==> config.mk <==
export PLATFORM = sky130hd
export DESIGN_NAME = id_ex_fwd_stage
export DESIGN_NICKNAME = d
export VERILOG_FILES = /design/src/rtl/cpu_pkg.sv /design/src/rtl/fwd_unit.sv /design/src/rtl/id_ex_fwd_stage.sv
export SDC_FILE = /design/constraint.sdc
export NUM_CORES = 1
export LEC_CHECK = 0
export ABC_AREA = 1
export CAP_MARGIN = 20
export CORE_UTILIZATION = 46
export CTS_BUF_LIST = sky130_fd_sc_hd__clkbuf_8
export DETAILED_ROUTE_END_ITERATION = 8
export GPL_ROUTABILITY_DRIVEN = 0
export GPL_TIMING_DRIVEN = 0
export PLACE_DENSITY_LB_ADDON = 0.25
export SETUP_SLACK_MARGIN = 0.02
export SLEW_MARGIN = 20
export SYNTH_ARGS = -nofsm -noshare
export SYNTH_HDL_FRONTEND = slang
export SYNTH_SLANG_ARGS = --single-unit
==> constraint.sdc <==
create_clock -name clk -period 3.9 [get_ports clk]
set_input_delay 0.39 -clock clk [delete_from_list [all_inputs] [get_ports clk]]
set_output_delay 0.39 -clock clk [all_outputs]
set_load 0.03 [all_outputs]
==> src/rtl/cpu_pkg.sv <==
// ---------------------------------------------------------------------------
// cpu_pkg
//   Shared definitions for the 5-stage CPU datapath.
//
//   Contents:
//     fwd_sel_e   - forwarding-mux select codes produced by fwd_unit
//     CTRL_*      - bit positions inside the 5-bit decoded control word
//                   {alu_src, reg_write, mem_read, mem_write, mem_to_reg}
//     alu_ctrl_e  - ALU control codes {ainvert, bnegate, op[1:0]}
// ---------------------------------------------------------------------------
package cpu_pkg;

  // Forwarding source for one ALU operand.
  typedef enum logic [1:0] {
    FWD_REG   = 2'b00,  // value read from the register file in ID
    FWD_MEMWB = 2'b01,  // value about to be written back by MEM/WB
    FWD_EXMEM = 2'b10   // ALU result of the instruction in EX/MEM
  } fwd_sel_e;

  // Decoded control word layout.
  localparam int CTRL_W          = 5;
  localparam int CTRL_ALU_SRC    = 4;
  localparam int CTRL_REG_WRITE  = 3;
  localparam int CTRL_MEM_READ   = 2;
  localparam int CTRL_MEM_WRITE  = 1;
  localparam int CTRL_MEM_TO_REG = 0;

  // ALU control word width and codes.
  localparam int ALU_CTRL_W = 4;

  typedef enum logic [ALU_CTRL_W-1:0] {
    ALU_AND = 4'b0000,
    ALU_OR  = 4'b0001,
    ALU_ADD = 4'b0010,
    ALU_SUB = 4'b0110,
    ALU_SLT = 4'b0111,
    ALU_NOR = 4'b1100
  } alu_ctrl_e;

  // A bubble: no register write, no memory access, ALU doing AND.
  localparam logic [CTRL_W-1:0]     CTRL_BUBBLE     = '0;
  localparam logic [ALU_CTRL_W-1:0] ALU_CTRL_BUBBLE = ALU_AND;

endpackage : cpu_pkg

==> src/rtl/fwd_unit.sv <==
// ---------------------------------------------------------------------------
// fwd_unit
//   Forwarding decision for a single source register. Compares the source
//   address held in ID/EX against the destinations of the two younger
//   pipeline stages and reports which value the operand mux should take.
//
//   Ports:
//     src              in   WIDTH_R  source register address (registered rs/rt)
//     exmem_reg_write  in   1        EX/MEM instruction writes a register
//     exmem_rd         in   WIDTH_R  EX/MEM destination
//     memwb_reg_write  in   1        MEM/WB instruction writes a register
//     memwb_rd         in   WIDTH_R  MEM/WB destination
//     sel              out  2        FWD_EXMEM / FWD_MEMWB / FWD_REG
// ---------------------------------------------------------------------------
module fwd_unit
  import cpu_pkg::*;
#(
  parameter int WIDTH_R = 5
) (
  input  logic [WIDTH_R-1:0] src,
  input  logic               exmem_reg_write,
  input  logic [WIDTH_R-1:0] exmem_rd,
  input  logic               memwb_reg_write,
  input  logic [WIDTH_R-1:0] memwb_rd,
  output fwd_sel_e           sel
);

  logic exmem_hit;
  logic memwb_hit;

  // Register 0 is hard-wired to zero, so a "write" to it must never be
  // forwarded even if the producing instruction asserted reg_write.
  assign exmem_hit = exmem_reg_write && (exmem_rd != '0) && (exmem_rd == src);
  assign memwb_hit = memwb_reg_write && (memwb_rd != '0) && (memwb_rd == src);

  // EX/MEM holds the younger result, so it takes priority when both match.
  always_comb begin
    sel = FWD_REG;
    if (exmem_hit) begin
      sel = FWD_EXMEM;
    end else if (memwb_hit) begin
      sel = FWD_MEMWB;
    end
  end

endmodule : fwd_unit

==> src/rtl/id_ex_fwd_stage.sv <==
// ---------------------------------------------------------------------------
// id_ex_fwd_stage
//   ID/EX pipeline register with operand forwarding, feeding the ALU.
//
//   Each rising clock edge the decoded operands and control from ID are
//   captured, unless the stage is reset (all zero), flushed (bubble, all
//   zero) or stalled (hold). Priority: rst > flush > stall > load.
//   The ALU operands are then resolved combinationally from the registered
//   rs/rt against the EX/MEM and MEM/WB destinations, so forwarding keeps
//   tracking the younger stages even while this stage is stalled.
//
//   Ports:
//     clk, rst            in   1        clock; synchronous active-high reset
//     stall, flush        in   1        hold contents / load a bubble
//     id_rs_data          in   WIDTH_D  register-file rs read data
//     id_rt_data          in   WIDTH_D  register-file rt read data
//     id_imm              in   WIDTH_D  sign-extended immediate
//     id_rs, id_rt        in   WIDTH_R  source addresses
//     id_rd               in   WIDTH_R  destination address
//     id_alu_ctrl         in   4        {ainvert, bnegate, op[1:0]}
//     id_ctrl             in   5        {alu_src, reg_write, mem_read,
//                                        mem_write, mem_to_reg}
//     exmem_reg_write/rd/result  in     EX/MEM forwarding source
//     memwb_reg_write/rd/result  in     MEM/WB forwarding source
//     ex_alu_ctrl         out  4        registered ALU control
//     ex_ctrl             out  5        registered control word
//     ex_rd               out  WIDTH_R  registered destination
//     alu_a               out  WIDTH_D  forwarded rs
//     alu_b               out  WIDTH_D  registered imm or forwarded rt
//     ex_store_data       out  WIDTH_D  forwarded rt (store data)
// ---------------------------------------------------------------------------
module id_ex_fwd_stage
  import cpu_pkg::*;
#(
  parameter int WIDTH_D = 32,
  parameter int WIDTH_R = 5
) (
  input  logic                  clk,
  input  logic                  rst,
  input  logic                  stall,
  input  logic                  flush,
  input  logic [WIDTH_D-1:0]    id_rs_data,
  input  logic [WIDTH_D-1:0]    id_rt_data,
  input  logic [WIDTH_D-1:0]    id_imm,
  input  logic [WIDTH_R-1:0]    id_rs,
  input  logic [WIDTH_R-1:0]    id_rt,
  input  logic [WIDTH_R-1:0]    id_rd,
  input  logic [ALU_CTRL_W-1:0] id_alu_ctrl,
  input  logic [CTRL_W-1:0]     id_ctrl,
  input  logic                  exmem_reg_write,
  input  logic [WIDTH_R-1:0]    exmem_rd,
  input  logic [WIDTH_D-1:0]    exmem_result,
  input  logic                  memwb_reg_write,
  input  logic [WIDTH_R-1:0]    memwb_rd,
  input  logic [WIDTH_D-1:0]    memwb_result,
  output logic [ALU_CTRL_W-1:0] ex_alu_ctrl,
  output logic [CTRL_W-1:0]     ex_ctrl,
  output logic [WIDTH_R-1:0]    ex_rd,
  output logic [WIDTH_D-1:0]    alu_a,
  output logic [WIDTH_D-1:0]    alu_b,
  output logic [WIDTH_D-1:0]    ex_store_data
);

  // Number of forwarded source operands (rs -> index 0, rt -> index 1).
  localparam int NUM_SRC = 2;
  localparam int SRC_RS  = 0;
  localparam int SRC_RT  = 1;

  // -------------------------------------------------------------------------
  // ID/EX register bank
  // -------------------------------------------------------------------------
  logic [WIDTH_D-1:0]    rs_data_reg,  rs_data_next;
  logic [WIDTH_D-1:0]    rt_data_reg,  rt_data_next;
  logic [WIDTH_D-1:0]    imm_reg,      imm_next;
  logic [WIDTH_R-1:0]    rs_reg,       rs_next;
  logic [WIDTH_R-1:0]    rt_reg,       rt_next;
  logic [WIDTH_R-1:0]    rd_reg,       rd_next;
  logic [ALU_CTRL_W-1:0] alu_ctrl_reg, alu_ctrl_next;
  logic [CTRL_W-1:0]     ctrl_reg,     ctrl_next;

  // Next-state selection: flush beats stall, stall beats a normal load.
  // Reset is handled in the register process and beats everything.
  always_comb begin
    // Default: hold (covers the stall case).
    rs_data_next  = rs_data_reg;
    rt_data_next  = rt_data_reg;
    imm_next      = imm_reg;
    rs_next       = rs_reg;
    rt_next       = rt_reg;
    rd_next       = rd_reg;
    alu_ctrl_next = alu_ctrl_reg;
    ctrl_next     = ctrl_reg;

    if (flush) begin
      // Bubble: clearing rs/rt as well as ctrl means the squashed slot can
      // never pick up a forwarded value either.
      rs_data_next  = '0;
      rt_data_next  = '0;
      imm_next      = '0;
      rs_next       = '0;
      rt_next       = '0;
      rd_next       = '0;
      alu_ctrl_next = ALU_CTRL_BUBBLE;
      ctrl_next     = CTRL_BUBBLE;
    end else if (!stall) begin
      rs_data_next  = id_rs_data;
      rt_data_next  = id_rt_data;
      imm_next      = id_imm;
      rs_next       = id_rs;
      rt_next       = id_rt;
      rd_next       = id_rd;
      alu_ctrl_next = id_alu_ctrl;
      ctrl_next     = id_ctrl;
    end
  end

  always_ff @(posedge clk) begin
    if (rst) begin
      rs_data_reg  <= '0;
      rt_data_reg  <= '0;
      imm_reg      <= '0;
      rs_reg       <= '0;
      rt_reg       <= '0;
      rd_reg       <= '0;
      alu_ctrl_reg <= ALU_CTRL_BUBBLE;
      ctrl_reg     <= CTRL_BUBBLE;
    end else begin
      rs_data_reg  <= rs_data_next;
      rt_data_reg  <= rt_data_next;
      imm_reg      <= imm_next;
      rs_reg       <= rs_next;
      rt_reg       <= rt_next;
      rd_reg       <= rd_next;
      alu_ctrl_reg <= alu_ctrl_next;
      ctrl_reg     <= ctrl_next;
    end
  end

  // -------------------------------------------------------------------------
  // Forwarding: one decision unit and one 3:1 data mux per source operand.
  // -------------------------------------------------------------------------
  logic [WIDTH_R-1:0] src_addr [NUM_SRC];
  logic [WIDTH_D-1:0] src_data [NUM_SRC];
  logic [WIDTH_D-1:0] fwd_data [NUM_SRC];
  fwd_sel_e           fwd_sel  [NUM_SRC];

  assign src_addr[SRC_RS] = rs_reg;
  assign src_addr[SRC_RT] = rt_reg;
  assign src_data[SRC_RS] = rs_data_reg;
  assign src_data[SRC_RT] = rt_data_reg;

  generate
    for (genvar gi = 0; gi < NUM_SRC; gi++) begin : g_fwd
      fwd_unit #(
        .WIDTH_R (WIDTH_R)
      ) u_fwd_unit (
        .src             (src_addr[gi]),
        .exmem_reg_write (exmem_reg_write),
        .exmem_rd        (exmem_rd),
        .memwb_reg_write (memwb_reg_write),
        .memwb_rd        (memwb_rd),
        .sel             (fwd_sel[gi])
      );

      assign fwd_data[gi] = (fwd_sel[gi] == FWD_EXMEM) ? exmem_result :
                            (fwd_sel[gi] == FWD_MEMWB) ? memwb_result :
                                                         src_data[gi];
    end
  endgenerate

  // -------------------------------------------------------------------------
  // Outputs
  // -------------------------------------------------------------------------
  assign ex_alu_ctrl   = alu_ctrl_reg;
  assign ex_ctrl       = ctrl_reg;
  assign ex_rd         = rd_reg;
  assign alu_a         = fwd_data[SRC_RS];
  assign ex_store_data = fwd_data[SRC_RT];
  // The immediate is a constant of the instruction itself; it is never
  // forwarded, only the rt path is.
  assign alu_b         = ctrl_reg[CTRL_ALU_SRC] ? imm_reg : fwd_data[SRC_RT];

endmodule : id_ex_fwd_stage
# After elaboration in Yosys (flattened, before gate mapping)
# Cells that the tools add are included.
op_classes:
  add_sub_neg: 0
  n_mul: 0
  div_mod_pow: 0
  n_lt_le_gt_ge: 0
  n_eq_ne: 8
  shift: 0
  n_mux: 9
  bitwise: 0
  reduce_logical: 9
ops:
  columns: ["op", "count"]
  rows:
  - ["$mux W32", 5]
  - ["$eq A5 B5 Y1", 4]
  - ["$reduce_bool A5 Y1", 2]
  - ["$logic_and A1 B1 Y1", 6]
  - ["$eq A2 B1 Y1 const B", 2]
  - ["$eq A2 B2 Y1 const B", 2]
  - ["$mux W2", 2]
  - ["$mux W1", 2]
  - ["$reduce_or A2 Y1", 1]
word_totals:
  register_bits: 120
  latchBits: 0
  ram_bits: 0
  romBits: 0
  inputBits: 200
  output_inout_bits: 110
  memories: 0

# Logic depth before layout (Yosys ltp)
depth:
  ltp_word: 9
  depth_mapped: 12
  depth_no_buf: 11

# Hierarchy
# A second synthesis with hierarchy kept.
unflattened:
  hier_cells: 1088
  area_unflattened_um2: 6889.1
by_module_without_submodules:
  columns: ["module", "n_inst", "cells_per_inst", "area_each_um2", "seq_area_each_um2"]
  rows:
  - ["id_ex_fwd_stage", 1, 986, 6446.2, 2402.3]
  - ["fwd_unit", 2, 51, 221.5, 0.0]

# Least setup slack after synthesis
# Ideal clock, no wire load.
synth_timing:
  path_type: "input to output"
  startpoint: "input port exmem_rd[2]"
  endpoint: "output port alu_a[4]"
  arrival_ns: 1.818
  required_ns: 3.510
  slack_ns: 1.692
  stages: 9
  n_path_buf: 2
  cell_sequence: "nor2_1 > nand3_2 > nand2_4 > nor3_2 > nand2_1 > buf_6 > buf_6 > nand2_1 > o21ai_0"
synth_via:
  elab_chain_len: 7
synth_rtl:
  columns: ["element", "line_no", "source"]
  rows:
  - ["start, declared", "id_ex_fwd_stage.sv:51", "input logic [WIDTH_R-1:0] exmem_rd,"]
  - ["$reduce_bool A5 Y1", "fwd_unit.sv:33", "assign exmem_hit = exmem_reg_write && (exmem_rd != '0) && (exmem_rd == src);"]
  - ["$logic_and A1 B1 Y1", "fwd_unit.sv:33", null]
  - ["$logic_and A1 B1 Y1 (*)", "fwd_unit.sv:33", null]
  - ["$mux W2 (*)", "fwd_unit.sv:39", "if (exmem_hit) begin"]
  - ["$eq A2 B1 Y1", "id_ex_fwd_stage.sv:166", "(fwd_sel[gi] == FWD_MEMWB) ? memwb_result :"]
  - ["$mux W32", "id_ex_fwd_stage.sv:166", null]
  - ["$mux W32 (*)", "id_ex_fwd_stage.sv:165", "assign fwd_data[gi] = (fwd_sel[gi] == FWD_EXMEM) ? exmem_result :"]
  - ["end, declared", "id_ex_fwd_stage.sv:59", "output logic [WIDTH_D-1:0] alu_a,"]
# Mark *: on every way between the ends. The rest lies on a longest branch, timed or not.

# Worst setup path after layout
layout_timing:
  startpoint: "register ctrl_reg[4], in the netlist ex_ctrl[4]"
  endpoint: "output port alu_b[24]"
layout_via:
  elab_chain_len: 1
layout_rtl:
  columns: ["element", "line_no", "source"]
  rows:
  - ["start, declared", "id_ex_fwd_stage.sv:79", "logic [CTRL_W-1:0] ctrl_reg, ctrl_next;"]
  - ["start signal, assigned", "id_ex_fwd_stage.sv:135", "ctrl_reg <= ctrl_next;"]
  - ["$mux W32", "id_ex_fwd_stage.sv:181", "assign alu_b = ctrl_reg[CTRL_ALU_SRC] ? imm_reg : fwd_data[SRC_RT];"]
  - ["end, declared", "id_ex_fwd_stage.sv:60", "output logic [WIDTH_D-1:0] alu_b,"]
# Every way passes these cells.

==> results.toml <==
[placed_design]
dpl_cell_area_um2 = 10000
hpwlAfterDp_um = 22000
dp.cells = 1547
io_buffers = 309

[timing]
slew_viol_final = 0
fmax_mhz = 293
setup_violations = 0
min_period_ns = 3.41
whs_ns = 0.466
rsz0062_at_grt = "false"
tns_ns = 0
finClkSkew_ns = 0
worstMarginPinSlew_ns = 0.830
post-route-period-util_pct = 87.5
slew_headroom_pct = 44.7
hold_viol_final = 0

[hold_path]
hold_end = "imm_reg[10]"
min_path_type = "reg2reg"
hp-start = "imm_reg[10]"
hold_depth = 2

[yosys]
syn_area_um2 = 6710
synth_flop_cell = "dfxtp_1"
ys_warn_count = 0
async_flop_share_pct = 0
syn-num-nets = 1258
synth_top_area_share_pct = 35.8
yosysSeqAreaShare_pct = 35.8
syn_inst = 1058
synth_edf_count = 0
synth.area.top_cells = "dfxtp_1 (36%), nand2_1 (22%), nand3_1 (9.0%)"
synth_cell_types = 28
ys_ff_latch = 120
syn_area_per_cell_um2 = 6.34
yosysMostFrequentCell = "nand2_1"
synth_top_area_cell = "dfxtp_1"
synthTopCellsByCount = "nand2_1 (390), nand3_1 (121), dfxtp_1 (120), a21oi_1 (100), inv_1 (66)"

[layout]
design_area_um2 = 10400
drive_gt1_share_pct = 5.93
utilization_pct = 74.4
synthToLayoutAreaGrowth_pct = 55.8
instances_no_fill = 1579
nets = 1586
antenna_cells = 0
multi_input_area_um2 = 3690
fill_cells = 1153
seq_area_um2 = 2400

[cts]
root_buffer = "clkbuf_8"
postCtsHoldBufs = 0
clkLatencyLatePin_ns = 0.45
cts_buffers = 17
cts.sinks = 120
clk_pin_slew_ns = 0.07
cts_tree = "done"
cts_resized = 0
cts.htree.levels = 4
cts_setup_buffers = 0
clk_path_buf_depth = 2

[setup_path]
crit_slowest_cell = "clkdlybuf4s50_1"
rr_worst_depth = 3
cp-start-kind = "flop"
r2r-end = "ex_ctrl[4]"
slowest_delay_ns = 0.68
cp.required_ns = 3.51
worstPathArrival_ns = 3.02
r2r_start = "ex_ctrl[4]"
path_class = "reg2out"
reg2reg_slack_ns = 2.42
crit_path_end_kind = "output port"
cp_cell_sequence = "clkbuf_1 -> inv_1 -> buf_1 -> nand3_1 -> nand2_1 -> clkdlybuf4s50_1"
crit_fanout = 10

[die]
initial_core_util_pct = 47.8
die_h_um = 123
coreArea_um2 = 14000
io-pin-count = 310
fp.dieArea_um2 = 15100
rows = 43
die_w_um = 123

[drt]
drt_pass1_iterations = 8
viasPerCell = 5.44
drc_errors = 0
routed_wl_um = 28500
vias = 8593
wl_per_cell_um = 18.0
drtIter0Drc = 853
ant_nets = 0

[grt]
grt_max_degree = 17
grt_use_total_pct = 37.5
grt_pass1_wl_um = 42000
grt_overflow_total = 0
antenna_found_initial = 0
grt_pass1_vias = 8092

[pwr]
power_density_nw_per_um2 = 315
vdd_drop_max_v = 0.000277
p_leak_nw = 4.38

[job]
drv_cap = 0

[outcome]
status = "finished clean"
## metal layers
metal | global-route usage (%) | wire length, um | up-vias
met4 | 21.6 | 1470 | 0
met3 | 10.1 | 3120 | 102
li1 | - | - | 4049
met1 | 44.3 | 10900 | 3905
met2 | 61.0 | 13000 | 537
met5 | 0 | 0 | -
## worst max path at each step
stage	to	start
floorplan	alu_a[4]	exmem_rd[2]
global placement	alu_a[10]	exmem_rd[2]
detailed placement	alu_a[10]	exmem_rd[2]
CTS	alu_a[10]	exmem_rd[2]
global route	alu_a[10]	memwb_rd[1]
finish	alu_b[24]	ex_ctrl[4]
## where the power goes
part	switching, W	internal, W	total, W
registers	0.0000221	0.00127	0.00129
logic	0.000449	0.000376	0.000824
clock network	0.000526	0.000653	0.00118
## final cells by class
class                   instances  area share, %
plain buffers                  76           3.41
clock buffers                  22           2.90
clock inverters                10           1.13
inverters                      69           2.48
multi-input cells             793           35.3
flip-flops and latches        120           23.0
well taps                     180           2.16
repair buffers                309           29.6
## kinds of logic after synthesis
| kind of cell | Yosys count | share of synthesized area [%] |
|---|---|---|
| buf+inv | 145 | 9.18 |
| flops | 120 | 35.8 |
| xor+xnor | 18 | 2.35 |
| simple gates | 632 | 40.7 |
| compound gates | 143 | 11.9 |
## worst max-delay path, delay by kind of cell, from the launching register on
kind	cells	cell delay [ns]
buffers and inverters	4	1.82
DFF	1	0.31
and+or+nand+nor	2	0.44
## cells in the final DEF (no fill, tap or decap), types with 2 or more instances in the layout
master and count:
clkbuf_8 22, xnor2_1 11, buf_1 11, clkinvlp_4 3, inv_1 67, nand2_1 390
clkdlybuf4s50_1 309, bufinv_16 2, clkinv_4 2, a21oi_1 100, clkinv_1 2, nand3b_1 19
dfxtp_1 120, a211oi_1 34, xor2_1 7, nand2_2 10, buf_2 24, clkbuf_1 33
nor2_4 2, o21ai_1 8, and2_1 19, buf_4 5, nor2_2 2, buf_6 3
nor2_1 63, nand3_2 2, nand3_1 121
## stage by stage
| step | setup WS, ns | total power (W) |
|---|---|---|
| floorplan | 1.69 | 0.00169 |
| global placement | 0.625 | 0.00212 |
| detailed placement | 0.566 | 0.00213 |
| CTS | 0.553 | 0.00328 |
| global route | 0.400 | 0.00340 |
| finish | 0.487 | 0.00329 |
No activity file was read; power rests on OpenSTA's default activity.
